===== config.mk =====
export PLATFORM = sky130hd
export DESIGN_NAME = pipe_hazard_ctrl
export DESIGN_NICKNAME = d
export VERILOG_FILES = /design/src/rtl/pipe_hazard_ctrl.sv
export SDC_FILE = /design/constraint.sdc
export NUM_CORES = 1
export LEC_CHECK = 0
export CAP_MARGIN = 30
export CORE_ASPECT_RATIO = 0.75
export CORE_MARGIN = 5
export CORE_UTILIZATION = 30
export CTS_BUF_LIST = sky130_fd_sc_hd__clkbuf_8
export CTS_CLUSTER_DIAMETER = 60
export DETAILED_ROUTE_END_ITERATION = 12
export PLACE_DENSITY = 0.66
export SKIP_CTS_REPAIR_TIMING = 1
export SYNTH_ARGS = -nofsm -noshare
export SYNTH_HDL_FRONTEND = slang
export SYNTH_SLANG_ARGS = --single-unit

===== constraint.sdc =====
create_clock -name clk_i -period 1.65 [get_ports clk_i]
set_input_delay 0.165 -clock clk_i [delete_from_list [all_inputs] [get_ports clk_i]]
set_output_delay 0.165 -clock clk_i [all_outputs]
set_load 0.005 [all_outputs]

===== src/rtl/pipe_hazard_ctrl.sv =====
// Pipeline hazard controller: load-use stall, taken-branch flush, data-memory
// freeze with a wait-cycle timeout, plus saturating stall/flush event counters.
module pipe_hazard_ctrl #(
   parameter int unsigned WAIT_MAX = 16
) (
   input  logic        clk_i,
   input  logic        rst_n,
   input  logic [4:0]  id_rs_i,
   input  logic [4:0]  id_rt_i,
   input  logic        ex_memread_i,
   input  logic [4:0]  ex_rt_i,
   input  logic        branch_taken_i,
   input  logic        mem_req_i,
   input  logic        dm_ready_i,
   output logic        pc_write_o,
   output logic        ifid_write_o,
   output logic        pipe_hold_o,
   output logic        idex_bubble_o,
   output logic        ifid_flush_o,
   output logic        idex_flush_o,
   output logic        exmem_flush_o,
   output logic [1:0]  state_o,
   output logic        err_o,
   output logic [15:0] stall_cnt_o,
   output logic [15:0] flush_cnt_o
);

   localparam logic [1:0] RUN      = 2'd0;
   localparam logic [1:0] MEM_WAIT = 2'd1;
   localparam logic [1:0] TIMEOUT  = 2'd2;

   localparam logic [7:0] WAIT_LAST = 8'(WAIT_MAX - 1);
   localparam int         N_CNT     = 2;

   logic [1:0]  state_reg, state_next;
   logic [7:0]  wait_cnt_reg, wait_cnt_next;
   logic        freeze;
   logic        load_use;
   logic        in_timeout;
   logic        branch_flush;
   logic [N_CNT-1:0] cnt_inc;
   logic [15:0] evt_cnt_reg [N_CNT];

   assign freeze     = mem_req_i & ~dm_ready_i;
   assign load_use   = ex_memread_i && (ex_rt_i != 5'd0) &&
                       ((ex_rt_i == id_rs_i) || (ex_rt_i == id_rt_i));
   assign in_timeout = (state_reg == TIMEOUT);

   // Priority: timeout, freeze, branch, load-use, normal. A branch seen during
   // a freeze is held in MEM by the frozen pipeline and acted on afterwards.
   always_comb begin
      pc_write_o    = 1'b1;
      ifid_write_o  = 1'b1;
      pipe_hold_o   = 1'b0;
      idex_bubble_o = 1'b0;
      ifid_flush_o  = 1'b0;
      idex_flush_o  = 1'b0;
      exmem_flush_o = 1'b0;
      branch_flush  = 1'b0;
      if (in_timeout || freeze) begin
         pc_write_o   = 1'b0;
         ifid_write_o = 1'b0;
         pipe_hold_o  = 1'b1;
      end else if (branch_taken_i) begin
         ifid_flush_o  = 1'b1;
         idex_flush_o  = 1'b1;
         exmem_flush_o = 1'b1;
         branch_flush  = 1'b1;
      end else if (load_use) begin
         pc_write_o    = 1'b0;
         ifid_write_o  = 1'b0;
         idex_bubble_o = 1'b1;
      end
   end

   always_comb begin
      state_next = state_reg;
      case (state_reg)
         RUN: begin
            if (freeze)
               state_next = MEM_WAIT;
         end
         MEM_WAIT: begin
            if (!freeze)
               state_next = RUN;
            else if (wait_cnt_reg == WAIT_LAST)
               state_next = TIMEOUT;
         end
         TIMEOUT: state_next = TIMEOUT;
         default: state_next = RUN;
      endcase
   end

   // Counts consecutive freeze cycles; any non-freeze cycle restarts it.
   always_comb begin
      wait_cnt_next = 8'd0;
      if (freeze)
         wait_cnt_next = (wait_cnt_reg == 8'hFF) ? wait_cnt_reg : wait_cnt_reg + 8'd1;
   end

   always_ff @(posedge clk_i or negedge rst_n) begin
      if (!rst_n) begin
         state_reg    <= RUN;
         wait_cnt_reg <= 8'd0;
      end else begin
         state_reg    <= state_next;
         wait_cnt_reg <= wait_cnt_next;
      end
   end

   assign cnt_inc[0] = ~pc_write_o;
   assign cnt_inc[1] = branch_flush;

   generate
      for (genvar gi = 0; gi < N_CNT; gi++) begin : g_evt_cnt
         always_ff @(posedge clk_i or negedge rst_n) begin
            if (!rst_n)
               evt_cnt_reg[gi] <= 16'd0;
            else if (cnt_inc[gi] && (evt_cnt_reg[gi] != 16'hFFFF))
               evt_cnt_reg[gi] <= evt_cnt_reg[gi] + 16'd1;
         end
      end
   endgenerate

   assign stall_cnt_o = evt_cnt_reg[0];
   assign flush_cnt_o = evt_cnt_reg[1];
   assign state_o     = state_reg;
   assign err_o       = in_timeout;

endmodule


# Yosys cells after proc, flatten, opt, wreduce, memory -nomap -nowiden
# Cells that the tools add are included.
# op_classes
reduce_logical,9
n_eq_ne,11
n_addsub,3
bitwise_logic,3
muxes,15
# ops
cell,count
$add A16 B1 Y16 const B,2
$ne A16 B16 Y1 const B,2
$mux W8,2
$eq A5 B5 Y1,2
$mux W1,9
$add A8 B1 Y8 const B,1
$eq A8 B4 Y1 const B,1
$eq A8 B8 Y1 const B,1
$mux W2,3
$pmux W2 S3,1
$reduce_bool A5 Y1,1
$logic_and A1 B1 Y1,4
$ne A2 B2 Y1 const B,2
$ne A3 B3 Y1 const B,1
$eq A2 B1 Y1 const B,1
$eq A2 B2 Y1 const B,1
$logic_not A2 Y1,1
$logic_or A1 B1 Y1,2
$not A1 Y1,2
$reduce_and A2 Y1,1
$and A1 B1 Y1,1
# totals
output_inout_bits,42
wordCells,45
regBits,42
inputBits,21

# Depth between registers and ports, before layout
# depth
ltp_word,8
mapped_depth,8
mapped_depth_nobuf,7

# Worst setup path after synthesis
# No wires, ideal clock.
# synth_path
kind,reg2reg
from,reg evt_cnt_reg (netlist bit stall_cnt_o[6])
to,reg evt_cnt_reg (netlist bit stall_cnt_o[1])
arrival_ns,1.568
path_slack_ns,-0.046
synth_period_minus_slack_ns,1.696
required_time_ns,1.523
n_path_buf,1
path_stages_with_launch,7
path_cell_list,dfrtp_1 > and4_1 > nand4_1 > o22a_1 > o21ai_2 > buf_4 > mux2_1
# synth_between
elab_chain_cells,2
# synth_rtl
element,line,source
"start, declared",42,logic [15:0] evt_cnt_reg [N_CNT];
"start signal, assigned by index",120,evt_cnt_reg[gi] <= evt_cnt_reg[gi] + 16'd1;
$ne A16 B16 Y1,119,else if (cnt_inc[gi] && (evt_cnt_reg[gi] != 16'hFFFF))
$logic_and A1 B1 Y1,119,
# No other way between the ends.
# A chain may end at the register's enable or synchronous reset.

# Final worst setup path
# layout_path
from,reg evt_cnt_reg (netlist bit stall_cnt_o[7])
to,reg evt_cnt_reg (netlist bit stall_cnt_o[1])
# Same word-level chain as after synthesis.

==> metrics.csv <==
stage,metric,value,unit
clock_network,cts.sinks,42,
layout,nFillCells,707,
global_route,grt_usage,12.3,%
detailed_routing,ant_nets,0,
setup_path,arrival,1.82,ns
global_route,gr-total-overflow,0,
synthesis,ys_types,35,
clock_network,cts_tree,yes,
detailed_routing,viasPerCell,4.54,
synthesis,syn_area,2200,sq um
detailed_routing,drt-initial-drc-count,86,
setup_path,crit_chain,and4_1 > nand4_1 > o22a_1 > o21ai_4 > mux2_1,
placed_design,post_dp_cell_area,3280,sq um
layout,diodes,0,
sta,max_freq,615,MHz
clock_network,clkLatencyLatePin,0.30,ns
setup_path,path_delay_family,compound AO/OA/AOI/OAI gates,
placed_design,hpwl,4410,microns
layout,final_cell_area,3550,sq um
power_and_ir_drop,pwr_density_cell,560,nW/um^2
floorplanning,die-area,9170,sq um
sta,setup_slack,0.0231,ns
layout,syn2layout_area_growth,61.4,%
global_route,grt_pass1_wl,9140,microns
global_route,grt_pass1_vias,1935,
floorplanning,start_util,30.5,%
setup_path,cp_max_fo,11,
run,maxCapViolations,0,
sta,skew,0.0146,ns
detailed_routing,drc,0,
layout,nets,360,
layout,final_common_cell,buf_4,
layout,drive_gt1_share,27.6,%
min_path,min_path_type,input pin to asynchronous set/reset pin,
sta,hold_viol,0,
sta,setup_viol,0,
placed_design,port_buffers,62,
synthesis,syn_area_per_cell,10.2,sq um
floorplanning,design.core.area,7230,sq um
sta,post-route-period-util,98.6,%
clock_network,ctsRootBufferMaster,clkbuf_8,
synthesis,synth_seq_area_share,47.7,%
detailed_routing,drt-wirelength-per-cell,13.0,microns
sta,period_minus_slack,1.63,ns
setup_path,setup.worst_path.end_class,flop,
global_route,grt_max_degree,24,
synthesis,synthCells,216,
clock_network,clock_tree.htree_level_count,2,
setup_path,startpoint_type,flop,
status,status,finished clean,
floorplanning,die_h,84.2,microns
clock_network,cts_buffers,5,
floorplanning,fp-row-count,27,
detailed_routing,dr.pass1.iters,4,
synthesis,synth_nets,240,
floorplanning,die_width,109,microns
setup_path,path_buf_inv,0,
setup_path,crit_type,flop to flop,
global_route,antenna_found_initial,0,
sta,rsz0062_at_grt,true,
clock_network,clockBufferDepth,2,
floorplanning,ios,63,
placed_design,gp_congestion,0.811,
layout,layout_common_cells,"53 x buf_4, 47 x clkdlybuf4s50_1, 42 x dfrtp_1, 24 x xnor2_1, 20 x nand2_1",
synthesis,yosysWarnings,0,
sta,drv_slew,0,
sta,relSlewSlack,66.9,%
placed_design,place_ws,-0.448,ns
synthesis,synth_seq_cells,42,
setup_path,slowest_stage,mux2_1,
setup_path,required,1.84,ns
detailed_routing,routed_wirelength,5700,microns
power_and_ir_drop,p_leak,1.69,nW
detailed_routing,vias,1988,
power_and_ir_drop,peakVddDrop,0.000445,V
setup_path,critPathMaxStageDelay,0.36,ns
sta,tightest_slew,0.497,ns
clock_network,cts.clk_slew.worst_paths,0.09,ns
==> metrics by stage <==
stage	TNS (ns)	cells	power, mW	hold slack, ns	util [%]
final	0	438	1.99	0.370	49.2
after floorplan	-0.0239	216	1.09	-0.131	-
after detailed placement	-10.97	422	1.19	0.164	45.3
after global routing	-0.539	438	2.07	0.415	49.2
after global placement	-10.65	422	1.18	0.165	45.3
after CTS	-3.83	430	2.00	-0.163	46.8
==> report_power, final <==
part           internal (mW)  switching (mW)  total [mW]
combinational         0.0794          0.0663       0.146
clock                  0.446           0.366       0.812
sequential              1.03         0.00209        1.03
==> worst register-to-register path: cells and delay by family, from the launching register on <==
family             cells  cell delay [ns]
AOI/OAI and AO/OA      2             0.41
and+or+nand+nor        2             0.39
muxes                  1             0.36
DFF                    1             0.35
==> layer usage <==
layer / track usage (%) / wire length, microns
met2: 18.6 / 2530
met5: 0 / 0
met1: 17.3 / 2810
met4: 2.41 / 28
met3: 4.15 / 337
==> cell type report <==
cell class                      instances  area, sq um  share of cell area (%)
Inverter                                2         7.51                   0.211
Sequential cell                        42         1050                    29.6
Tap cell                              101          126                    3.56
Clock buffer                            5         68.8                    1.94
Timing Repair Buffer                  120         1100                    30.9
Multi-Input combinational cell        165         1160                    32.7
Clock inverter                          3         41.3                    1.16
==> cell usage after synthesis <==
library cell	count	area (sq um)
o22a_1	1	8.76
ha_1	3	37.5
mux2i_1	1	10.0
nor2_1	20	75.1
xnor2_1	24	210
buf_4	4	30.0
nor3b_1	1	7.51
buf_6	2	22.5
or2_2	1	6.26
inv_1	2	7.51
nand2_1	21	78.8
nor2_2	1	6.26
clkbuf_1	1	3.75
and2_1	1	6.26
a21oi_1	3	15.0
and4_4	2	22.5
nand3_2	4	40.0
dfrtp_1	42	1050
a21boi_4	1	18.8
nand4_1	6	37.5
o21ai_2	1	8.76
nand3_1	20	100
mux2_1	5	56.3
o21ai_0	4	20.0
and4_1	2	17.5
and3_1	10	62.6
xor2_1	13	114
o31ai_1	1	7.51
nor3_1	9	45.0
a211oi_1	1	7.51
and3_4	1	11.3
o22ai_2	1	12.5
nand2b_1	4	25.0
a31oi_1	2	12.5
nor4_1	1	6.26
==> logic make-up (layout without fill, tap and decap cells) <==
family | count (synthesis) | in the layout | synth area share (%)
compound gates | 15 | 15 | 5.06
simple gates | 104 | 104 | 24.9
fa+ha+maj | 3 | 3 | 1.70
xor+xnor | 37 | 37 | 14.7
buf+inv | 9 | 130 | 2.90
mux | 6 | 6 | 3.01
flops | 42 | 42 | 47.7
==> path summary, 6_finish.rpt <==
path,start,endpoint,slack (ns),cells after the start
setup / recovery,stall_cnt_o[7],stall_cnt_o[1],0.02,5
hold / removal,rst_n,flush_cnt_o[12],0.37,2
min in group clk_i,wait_cnt_reg[6],wait_cnt_reg[6],0.54,1
max in group asynchronous,rst_n,wait_cnt_reg[2],0.77,3
hold reg to reg,wait_cnt_reg[6],wait_cnt_reg[6],0.54,1
setup reg to reg,stall_cnt_o[7],stall_cnt_o[1],0.02,5
(Power assumes the default switching activity.)
